File: src/rtl/pipelined_subtractor.sv
// Pipelined WIDTH-bit subtractor D = A - B - BI, one SW-bit ripple-borrow slice per stage.
// The whole pipeline advances or stalls together under a valid/ready handshake.
module pipelined_subtractor #(
  parameter int WIDTH  = 32,
  parameter int STAGES = 4
) (
  input  logic             Clock,
  input  logic             Reset,
  input  logic [WIDTH-1:0] A,
  input  logic [WIDTH-1:0] B,
  input  logic             BI,
  input  logic             InValid,
  output logic             InReady,
  output logic [WIDTH-1:0] D,
  output logic             BO,
  output logic             V,
  output logic             OutValid,
  input  logic             OutReady
);

  // WIDTH must divide evenly into STAGES slices; STAGES >= 2 and SW >= 2 are assumed.
  localparam int SW = WIDTH / STAGES;

  // Handshake: a transfer happens on a Clock edge where valid && ready. InReady is
  // derived only from output-side state, never from InValid.
  logic [WIDTH-1:0] r_a   [STAGES-1];
  logic [WIDTH-1:0] r_b   [STAGES-1];
  logic [WIDTH-1:0] r_d   [STAGES];
  logic             r_bo  [STAGES];
  logic             r_vld [STAGES];
  logic             r_v;
  logic             w_adv;

  assign w_adv    = !r_vld[STAGES-1] || OutReady;
  assign InReady  = w_adv;
  assign D        = r_d[STAGES-1];
  assign BO       = r_bo[STAGES-1];
  assign V        = r_v;
  assign OutValid = r_vld[STAGES-1];

  for (genvar k = 0; k < STAGES; k++) begin : g_stage
    logic [SW-1:0]    w_as;
    logic [SW-1:0]    w_bs;
    logic [WIDTH-1:0] w_din;
    logic             w_bin;
    logic             w_vin;
    logic [SW:0]      w_slice;
    logic [WIDTH-1:0] w_dnext;

    if (k == 0) begin : g_first
      assign w_as  = A[0 +: SW];
      assign w_bs  = B[0 +: SW];
      assign w_din = '0;
      assign w_bin = BI;
      assign w_vin = InValid;
    end else begin : g_next
      assign w_as  = r_a[k-1][k*SW +: SW];
      assign w_bs  = r_b[k-1][k*SW +: SW];
      assign w_din = r_d[k-1];
      assign w_bin = r_bo[k-1];
      assign w_vin = r_vld[k-1];
    end

    // Top bit of the widened difference is the slice borrow-out.
    assign w_slice = {1'b0, w_as} - {1'b0, w_bs} - {{SW{1'b0}}, w_bin};

    always_comb begin
      w_dnext = w_din;
      w_dnext[k*SW +: SW] = w_slice[SW-1:0];
    end

    always_ff @(posedge Clock) begin
      if (Reset) begin
        r_d[k]   <= '0;
        r_bo[k]  <= 1'b0;
        r_vld[k] <= 1'b0;
      end else if (w_adv) begin
        r_d[k]   <= w_dnext;
        r_bo[k]  <= w_slice[SW];
        r_vld[k] <= w_vin;
      end
    end

    if (k < STAGES - 1) begin : g_pass
      logic [WIDTH-1:0] w_a_src;
      logic [WIDTH-1:0] w_b_src;
      if (k == 0) begin : g_src_in
        assign w_a_src = A;
        assign w_b_src = B;
      end else begin : g_src_reg
        assign w_a_src = r_a[k-1];
        assign w_b_src = r_b[k-1];
      end

      always_ff @(posedge Clock) begin
        if (Reset) begin
          r_a[k] <= '0;
          r_b[k] <= '0;
        end else if (w_adv) begin
          r_a[k] <= w_a_src;
          r_b[k] <= w_b_src;
        end
      end
    end else begin : g_top
      // Borrow into the MSB comes from the low SW-1 bits of the top slice.
      logic [SW-1:0] w_low;
      assign w_low = {1'b0, w_as[SW-2:0]} - {1'b0, w_bs[SW-2:0]}
                   - {{(SW-1){1'b0}}, w_bin};

      always_ff @(posedge Clock) begin
        if (Reset) begin
          r_v <= 1'b0;
        end else if (w_adv) begin
          r_v <= w_low[SW-1] ^ w_slice[SW];
        end
      end
    end
  end

endmodule

File: config.mk
export PLATFORM = sky130hd
export DESIGN_NAME = pipelined_subtractor
export DESIGN_NICKNAME = d
export VERILOG_FILES = /design/src/rtl/pipelined_subtractor.sv
export SDC_FILE = /design/constraint.sdc
export NUM_CORES = 1
export LEC_CHECK = 0
export CORE_ASPECT_RATIO = 1.75
export CORE_MARGIN = 2
export CORE_UTILIZATION = 45
export CTS_CLUSTER_SIZE = 8
export DETAILED_ROUTE_END_ITERATION = 7
export GPL_ROUTABILITY_DRIVEN = 0
export MAX_ROUTING_LAYER = met4
export PLACE_DENSITY = 0.63
export REMOVE_ABC_BUFFERS = 1
export SLEW_MARGIN = 20
export SYNTH_ARGS = -nofsm -noshare
export SYNTH_HDL_FRONTEND = slang
export SYNTH_SLANG_ARGS = --single-unit
File: constraint.sdc
create_clock -name Clock -period 11.24 [get_ports Clock]
set_clock_uncertainty 0.05 [all_clocks]
set_input_delay 2.248 -clock Clock [delete_from_list [all_inputs] [get_ports Clock]]
set_output_delay 2.248 -clock Clock [all_outputs]
set_load 0.02 [all_outputs]
==> results.ini, run 1 <==
[placement]
detailed_place_hpwl_mm = 8.82
port-buffer-count = 104
placed_cells_incl_taps = 1017

[final_layout]
n_antenna_cell = 0
post_layout_nonfiller_instances = 1049
final_cell_mix = sky130_fd_sc_hd__edfxtp_1, sky130_fd_sc_hd__and2_1, sky130_fd_sc_hd__clkdlybuf4s50_1
register_area_um2 = 5550
fill_cells = 1604
final_layout_size_suffix_gt1_frac = 0.0582
area_delta_synth_final_pct = 21.0
layout_commonest_cell = sky130_fd_sc_hd__edfxtp_1
multi_input_comb_area_um2 = 2850
nNetsFinal = 928

[route]
route.detailed.drc = 0
dr.pass1.iters = 6
detail_route.iter0.violations = 243
via_per_inst = 4.80
detail-route-antenna-nets = 0
route.final.wire_length_mm = 13.3
detailroute.via_count = 5040
detail_route.wl_per_cell_um = 12.7

[pwr]
power_leakage_uw = 0.00455
pwr-share-comb = 0.171
internal-power_uw = 1270
clock_power_share = 0.330
power.switching_uw = 430
switching_share = 0.253
seqPwrFrac = 0.499
power-per-cell-area_nw_per_um2 = 159
ir_drop_mv = 0.0865

[floorplanning]
core_um2 = 19200
die_h_um = 189
floorplan.initialDensity = 0.460
floorplan.rows = 67
fp.dieW_um = 110
dieArea_um2 = 20800
boundaryPins = 105

[global_route]
grt_start_max_net_pins = 131
wire_length_of_the_first_global_routing_pass_mm = 22.2
met3_resource_use_gr = 0.0334
groute.usage.overall = 0.142
grt_antenna_before_repair = 0
global_route.overflow_total = 0
first_global_vias = 5064
grt_use_met1 = 0.152
top_usage_layer = met2
grtUsageMet2 = 0.246

[clocking]
h-tree-depth = 4
insertion_delay_ps = 420
cts_buffer_depth = 2
post-cts-setup-buffers = 0
ctsRootBufferMaster = sky130_fd_sc_hd__clkbuf_16
clkSlewWorstSetupHoldPaths_ps = 70
cts_hold_bufs = 0
cts_buffers = 17
tritoncts_clock_tree = yes
clkSinkCount = 185
ctsResizeCount = 0

[sta]
fin_crit_sh = 0.544
worstMarginPinSlew_ps = 1020
grt_setup_unrepaired = false
setup_viol = 0
count_of_pins_over_their_slew_limit = 0
finalHoldViolations = 0
max_clock_freq_mhz = 164
post_route_minimum_period_ps = 6110
maxSlewHeadroom = 0.319
worst_hold_slack_ps = 461
total_neg_setup_slack_ps = 0

[worst_setup_path]
worst_setup_path_end_kind = primary output
launching_point_of_the_worst_reg2reg_path = r_a[2][24]
setup.worst_path.start_class = input pin
r2r.worst_path.cells = 9
crit_required_ps = 8940
critical_path.max_fanout = 4
startpoint_to_endpoint_class_of_the_critical_path = input pin to primary output
crit_path_end = InReady
critical_path.reg2reg.endpoint = V
ff2ff_setup_slack_ps = 8390
arrival_ps = 3820
cp-startpoint = OutReady

[worst_hold_path]
hp-class = flop to flop

[synthesis]
synth_cells = 689
synth-seq-cells = 185
syn_avg_cell_area_um2 = 12.8
yosys_warnings = 0
seq_area_frac_synth = 0.628
synth_area_um2 = 8830
top_cells_by_area_synth = sky130_fd_sc_hd__edfxtp_1, sky130_fd_sc_hd__and2_1, sky130_fd_sc_hd__ha_1
synth_top_cell_by_area = sky130_fd_sc_hd__edfxtp_1
synthDominantCellAreaShare = 0.626
synth.lib_cells_used.distinct = 39

[job]
cap_viol_max_count = 0

[outcome]
status = completed

[cells by family (layout without fill, tap and decap cells)]
logic type / Yosys count / after routing / synth area share
and+or+nand+nor: 240 / 240 / 0.158
DFF: 185 / 185 / 0.628
buffers and inverters: 117 / 236 / 0.0504
adders and majority gates: 64 / 64 / 0.0975
AOI/OAI and AO/OA: 61 / 61 / 0.0431
xor gates and xnor gates: 21 / 21 / 0.0208
muxes: 1 / 1 / 0.00170
[per-layer routing]
layer  up-vias  routed length [um]
met5         -                   0
met4         0                 197
met3        18                 547
met2       123                7220
met1      2359                5380
li1       2540                   -
[flip-flops by register name (all words and copies together) (netlist names)]
signal and cells:
r_d 80, r_a 48, r_b 48, r_bo 4, r_vld 4, V 1
[cell usage after synthesis]
master,instances
sky130_fd_sc_hd__nor2_2,1
sky130_fd_sc_hd__nor2_1,37
sky130_fd_sc_hd__buf_2,5
sky130_fd_sc_hd__a31oi_1,3
sky130_fd_sc_hd__clkbuf_1,15
sky130_fd_sc_hd__nor4b_1,1
sky130_fd_sc_hd__and3_1,3
sky130_fd_sc_hd__fa_1,8
sky130_fd_sc_hd__nand3b_1,1
sky130_fd_sc_hd__or4b_1,3
sky130_fd_sc_hd__a21o_1,7
sky130_fd_sc_hd__xor2_1,6
sky130_fd_sc_hd__mux2_4,1
sky130_fd_sc_hd__o21ai_0,12
sky130_fd_sc_hd__o211a_1,1
sky130_fd_sc_hd__or3_1,1
sky130_fd_sc_hd__edfxtp_1,184
sky130_fd_sc_hd__inv_1,97
sky130_fd_sc_hd__or2_2,4
sky130_fd_sc_hd__nor4_4,1
sky130_fd_sc_hd__and2_1,149
sky130_fd_sc_hd__a21oi_1,21
sky130_fd_sc_hd__nor3_1,5
sky130_fd_sc_hd__o211ai_1,1
sky130_fd_sc_hd__dfxtp_1,1
sky130_fd_sc_hd__nor2b_1,5
sky130_fd_sc_hd__nor3b_2,1
sky130_fd_sc_hd__ha_1,56
sky130_fd_sc_hd__nand2_1,13
sky130_fd_sc_hd__a21oi_2,2
sky130_fd_sc_hd__xnor2_1,15
sky130_fd_sc_hd__nand3_1,8
sky130_fd_sc_hd__o21a_1,6
sky130_fd_sc_hd__and3b_1,1
sky130_fd_sc_hd__a211oi_1,3
sky130_fd_sc_hd__o2111a_1,1
sky130_fd_sc_hd__nand4_1,3
sky130_fd_sc_hd__o21bai_1,4
sky130_fd_sc_hd__nand2b_1,3
[final cells by class]
cell class / instances / share of cell area
inverters: 97 / 0.0341
multi-input cells: 387 / 0.267
repair buffers: 107 / 0.0995
clock buffers: 17 / 0.0398
well taps: 241 / 0.0282
clock inverters: 15 / 0.0125
flip-flops and latches: 185 / 0.519
[power groups by stage]
stage | clock network, uW | logic, uW | registers (uW)
after floorplan | 0 | 173 | 883
after global placement | 0 | 281 | 861
after detailed placement | 0 | 291 | 864
after CTS | 577 | 293 | 849
after global routing | 601 | 327 | 854
final | 561 | 290 | 847
[worst min-delay path by stage]
stage | from | to | cells past startpoint
after floorplan | r_a[0][16] | r_a[1][16] | 1
after global placement | r_b[1][28] | r_b[2][28] | 1
after detailed placement | r_d[0][2] | r_d[1][2] | 1
after CTS | r_a[0][27] | r_a[1][27] | 1
after global routing | r_d[2][17] | r_d[3][17] | 1
final | r_d[2][17] | r_d[3][17] | 1
[worst max-delay path, cell delays in order]
cell	delay [ps]
sky130_fd_sc_hd__clkdlybuf4s50_1	400
sky130_fd_sc_hd__nor2b_1	410
sky130_fd_sc_hd__inv_1	190
sky130_fd_sc_hd__clkdlybuf4s50_1	580
[per-stage QoR]
step	util	total power (uW)	setup slack [ps]	instance area, um^2
after global placement	0.528	1140	5150	10100
after global routing	0.557	1780	5020	10700
after CTS	0.557	1720	5110	10700
after floorplan	-	1060	3950	8750
after detailed placement	0.528	1150	5120	10100
final	0.557	1700	5130	10700
Power figures use the tool's default switching activity.
==> inputs of run 2 (changes only) <==
- clock period: 11.24 -> 6.1 ns (I/O delays scaled with it)
==> run 2 against run 1 <==
Critical path type unchanged. Sequential share of layout area decreased by 0.10 points. Power up 87%. Setup slack worse by 3100 ps. Via count grew 1.3%. Critical endpoint unchanged.
==> results.ini, run 2 (synthesis gave the netlist of run 1 again) <==
[clocking]
clkSinkCount = 185
post-cts-setup-buffers = 0
cts_buffers = 17
clkSlewWorstSetupHoldPaths_ps = 70
h-tree-depth = 4
cts_buffer_depth = 2
ctsResizeCount = 0
tritoncts_clock_tree = yes
cts_hold_bufs = 0
ctsRootBufferMaster = sky130_fd_sc_hd__clkbuf_16
insertion_delay_ps = 430

[sta]
post_route_minimum_period_ps = 4070
count_of_pins_over_their_slew_limit = 0
setup_ws_ps = 2030
worstMarginPinSlew_ps = 1000
fin_crit_sh = 0.668
total_neg_setup_slack_ps = 0
finalHoldViolations = 0
max_clock_freq_mhz = 246
setup_viol = 0
grt_setup_unrepaired = false
maxSlewHeadroom = 0.331

[global_route]
wire_length_of_the_first_global_routing_pass_mm = 22.8
global_route.overflow_total = 0
groute.usage.overall = 0.144
grt_start_max_net_pins = 130
grt_antenna_before_repair = 0
first_global_vias = 5139

[final_layout]
reg_top3 = r_d x80, r_a x48, r_b x48
area_delta_synth_final_pct = 21.3
final_cell_mix = sky130_fd_sc_hd__edfxtp_1, sky130_fd_sc_hd__and2_1, sky130_fd_sc_hd__clkdlybuf4s50_1
n_antenna_cell = 0
max_flop_register = r_d
layout_commonest_cell = sky130_fd_sc_hd__edfxtp_1
final_layout_size_suffix_gt1_frac = 0.0582
largest_reg_flops = 80
share_of_the_core_filled_with_cells = 0.558
nNetsFinal = 928

[worst_setup_path]
setup.worst_path.start_class = input pin
crit_required_ps = 4830
launching_point_of_the_worst_reg2reg_path = r_a[2][24]
startpoint_to_endpoint_class_of_the_critical_path = input pin to primary output
cp-startpoint = OutReady
worst_setup_path_end_kind = primary output
critical_path.max_fanout = 4
arrival_ps = 2800

[route]
detail_route.wl_per_cell_um = 13.1
route.detailed.drc = 0
dr.pass1.iters = 5
detail_route.iter0.violations = 195
detailroute.via_count = 5103
route.final.wire_length_mm = 13.7
via_per_inst = 4.86
detail-route-antenna-nets = 0

[pwr]
power-per-cell-area_nw_per_um2 = 297
power_leakage_uw = 0.00456
ir_drop_mv = 0.161

[floorplanning]
floorplan.rows = 67
boundaryPins = 105
core_um2 = 19200
dieArea_um2 = 20800
die_h_um = 189
floorplan.initialDensity = 0.460
fp.dieW_um = 110

[outcome]
status = completed

[placement]
port-buffer-count = 104
detailedPlace.worstSlack_ps = 2020
detailed_place_hpwl_mm = 9.09

[job]
cap_viol_max_count = 0

[worst_hold_path]
hp-start = r_a[0][16]
hp-class = flop to flop

-- run 2: changes by cell type in the layout (fill, tap and decap cells not counted) --
cell and change:
sky130_fd_sc_hd__clkinv_4 -3, sky130_fd_sc_hd__bufinv_16 +1, sky130_fd_sc_hd__inv_6 +2
-- run 2: final timing paths --
check	depth (start not counted)	to	slack [ps]
max	4	InReady	2030
min	1	r_a[1][16]	460
max reg2reg	9	V	3250
min reg2reg	1	r_a[1][16]	460
-- run 2: per-stage QoR --
step / instance area [um^2] / instances / total power, uW / hold WS (ps)
2_1_floorplan: 8750 / 669 / 1950 / 447
3_3_place_gp: 10100 / 1017 / 2110 / 450
3_5_place_dp: 10100 / 1017 / 2130 / 451
4_1_cts: 10700 / 1049 / 3220 / 463
5_1_grt: 10700 / 1049 / 3330 / 480
6_report: 10700 / 1049 / 3180 / 463
-- run 2: worst max-delay path: stages --
cell and delay, ps:
sky130_fd_sc_hd__clkdlybuf4s50_1 400, sky130_fd_sc_hd__nor2b_1 430, sky130_fd_sc_hd__inv_1 180, sky130_fd_sc_hd__clkdlybuf4s50_1 580
-- run 2: final cells by class --
type | instances | area (um^2)
flip-flops and latches | 185 | 5550
repair buffers | 107 | 1060
clock buffers | 17 | 425
fillers | 1615 | 8490
clock inverters | 15 | 155
well taps | 241 | 302
multi-input cells | 387 | 2850
inverters | 97 | 364
-- run 2: report_power, final --
group          leakage [uW]  switching, uW  internal (uW)
Sequential          0.00218           29.0           1530
Clock              0.000280            501            579
Combinational       0.00210            269            268
-- run 2: routing by layer --
metal / wire length (um) / share of wire / track usage / vias up
met5: 0 / 0 / - / -
met1: 5490 / 0.40 / 0.157 / 2440
li1: - / - / - / 2535
met2: 7570 / 0.55 / 0.255 / 114
met3: 428 / 0.031 / 0.0258 / 14
met4: 231 / 0.017 / 0.0560 / 0
==> inputs of run 3 (changes only) <==
- PLACE_DENSITY: 0.63 -> 0.65
- clock period: 6.1 -> 3.6 ns (I/O delays scaled with it)
==> run 3 against run 2 <==
Die area unchanged. Sequential power rose by 70%. Final cell count rose by 0.48%. Sequential share of layout area fell by 0.59 points. Critical endpoint unchanged. Highest routed layer unchanged.
==> results.ini, run 3 (synthesis gave the netlist of run 1 again) <==
[outcome]
status = completed

[worst_hold_path]
hp-start = r_b[1][25]
hold_depth = 1
hp-class = flop to flop
hold_end = r_b[2][25]

[clocking]
tritoncts_clock_tree = yes
ctsRootBufferMaster = sky130_fd_sc_hd__clkbuf_16
clkSlewWorstSetupHoldPaths_ps = 70
cts_buffers = 17
ctsResizeCount = 0
cts_buffer_depth = 2
insertion_delay_ps = 420
clkSinkCount = 185
post-cts-setup-buffers = 0
cts_hold_bufs = 0
h-tree-depth = 4

[pwr]
switching_share = 0.238
seqPwrFrac = 0.486
clock_power_share = 0.346
pwr-share-comb = 0.169
power.switching_uw = 1300
ir_drop_mv = 0.263
internal-power_uw = 4150
power_leakage_uw = 0.00463
power-per-cell-area_nw_per_um2 = 503

[worst_setup_path]
timing.critical_path.mode_cell = sky130_fd_sc_hd__clkdlybuf4s50_1
critPathMaxStageDelay_ps = 620
launching_point_of_the_worst_reg2reg_path = r_bo[2]
critical_path.max_fanout = 4
critical_path.reg2reg.endpoint = V
setup.worst_path.start_class = input pin
ff2ff_setup_slack_ps = 720
critical-path-slowest-cell = sky130_fd_sc_hd__clkdlybuf4s50_1
startpoint_to_endpoint_class_of_the_critical_path = input pin to primary output
r2r.worst_path.cells = 11
crit_required_ps = 2830
arrival_ps = 2110
worstPathBufferInverterCount = 4
timing.critical_path.cells = clkdlybuf4s50_1 -> nor2b_1 -> buf_4 -> inv_1 -> clkdlybuf4s50_1
critPathTopFamily = buffers and inverters
worst_setup_path_end_kind = primary output

[floorplanning]
die_h_um = 189
boundaryPins = 105
fp.dieW_um = 110
floorplan.initialDensity = 0.460
dieArea_um2 = 20800
core_um2 = 19200
floorplan.rows = 67

[global_route]
grt_use_met1 = 0.151
global_route.overflow_total = 0
grt_start_max_net_pins = 73
grtUsageMet2 = 0.261
groute.usage.overall = 0.145
met3_resource_use_gr = 0.0289
top_usage_layer = met2
first_global_vias = 5309
wire_length_of_the_first_global_routing_pass_mm = 23.0
grt_antenna_before_repair = 0

[route]
route.detailed.drc = 0
detail_route.wl_per_cell_um = 12.8
dr.pass1.iters = 6
detail_route.iter0.violations = 221
route.final.wire_length_mm = 13.5
via_per_inst = 4.83
detail-route-antenna-nets = 0
detailroute.via_count = 5092

[sta]
fin_crit_sh = 0.801
grt_setup_unrepaired = false
max_clock_freq_mhz = 347
maxSlewHeadroom = 0.556
post_route_minimum_period_ps = 2880
setup_viol = 0
setup_ws_ps = 717
finalHoldViolations = 0
count_of_pins_over_their_slew_limit = 0
worstMarginPinSlew_ps = 665

[placement]
port-buffer-count = 104
placed_cells_incl_taps = 1023
detailed_place_hpwl_mm = 9.28
detailedPlace.worstSlack_ps = 421

[final_layout]
share_of_the_core_filled_with_cells = 0.564
largest_reg_flops = 80
nNetsFinal = 934
final_cell_mix = sky130_fd_sc_hd__edfxtp_1, sky130_fd_sc_hd__and2_1, sky130_fd_sc_hd__clkdlybuf4s50_1
post_layout_nonfiller_instances = 1054
max_flop_register = r_d
final_layout_size_suffix_gt1_frac = 0.0603
n_antenna_cell = 0
area_delta_synth_final_pct = 22.7
reg_top3 = r_d x80, r_a x48, r_b x48
layout_commonest_cell = sky130_fd_sc_hd__edfxtp_1

[job]
cap_viol_max_count = 0

## run 3: cell count changes in the layout (fill, tap and decap cells not counted), sizes merged
cell / before / now
inv: 106 / 101
clkinvlp: 2 / 1
clkinv: 3 / 6
bufinv: 1 / 3
buf: 3 / 9
## run 3: how the worst max path moves through the flow
| stage | from | end | slack, ps | depth (start not counted) |
|---|---|---|---|---|
| final | OutReady | InReady | 720 | 5 |
| after global routing | r_bo[2] | V | 520 | 11 |
| after floorplan | Reset | r_a[0][10] | -2170 | 1 |
| after global placement | B[0] | r_d[0][7] | 460 | 10 |
| after CTS | r_bo[2] | V | 700 | 11 |
| after detailed placement | B[0] | r_d[0][7] | 420 | 10 |
## run 3: area by class of cell
class	count	area [um^2]
tap	241	302
fill	1608	8370
multi-input combinational	387	2850
clock inverter	14	170
inverter	97	364
sequential	185	5550
timing repair buffer	113	1170
clock buffer	17	425
## run 3: through the flow
stage	hold slack (ps)	power, uW	area (um^2)	TNS, ps
after floorplan	447	3300	8750	-398660
after global placement	450	3580	10200	0
after detailed placement	453	3620	10200	0
after CTS	461	5510	10800	0
after global routing	469	5710	10800	0
final	457	5450	10800	0
## run 3: routing by layer
metal,part of all wire,vias up
met2,0.55,106
met4,0.021,0
met3,0.036,21
li1,-,2546
met1,0.39,2419
met5,0,-
## run 3: power groups by stage
stage | combinational, uW | sequential (uW) | clock, uW
global placement | 887 | 2690 | 0
floorplan | 540 | 2760 | 0
global route | 1030 | 2670 | 2010
finish | 918 | 2650 | 1880
detailed placement | 922 | 2700 | 0
CTS | 928 | 2650 | 1930
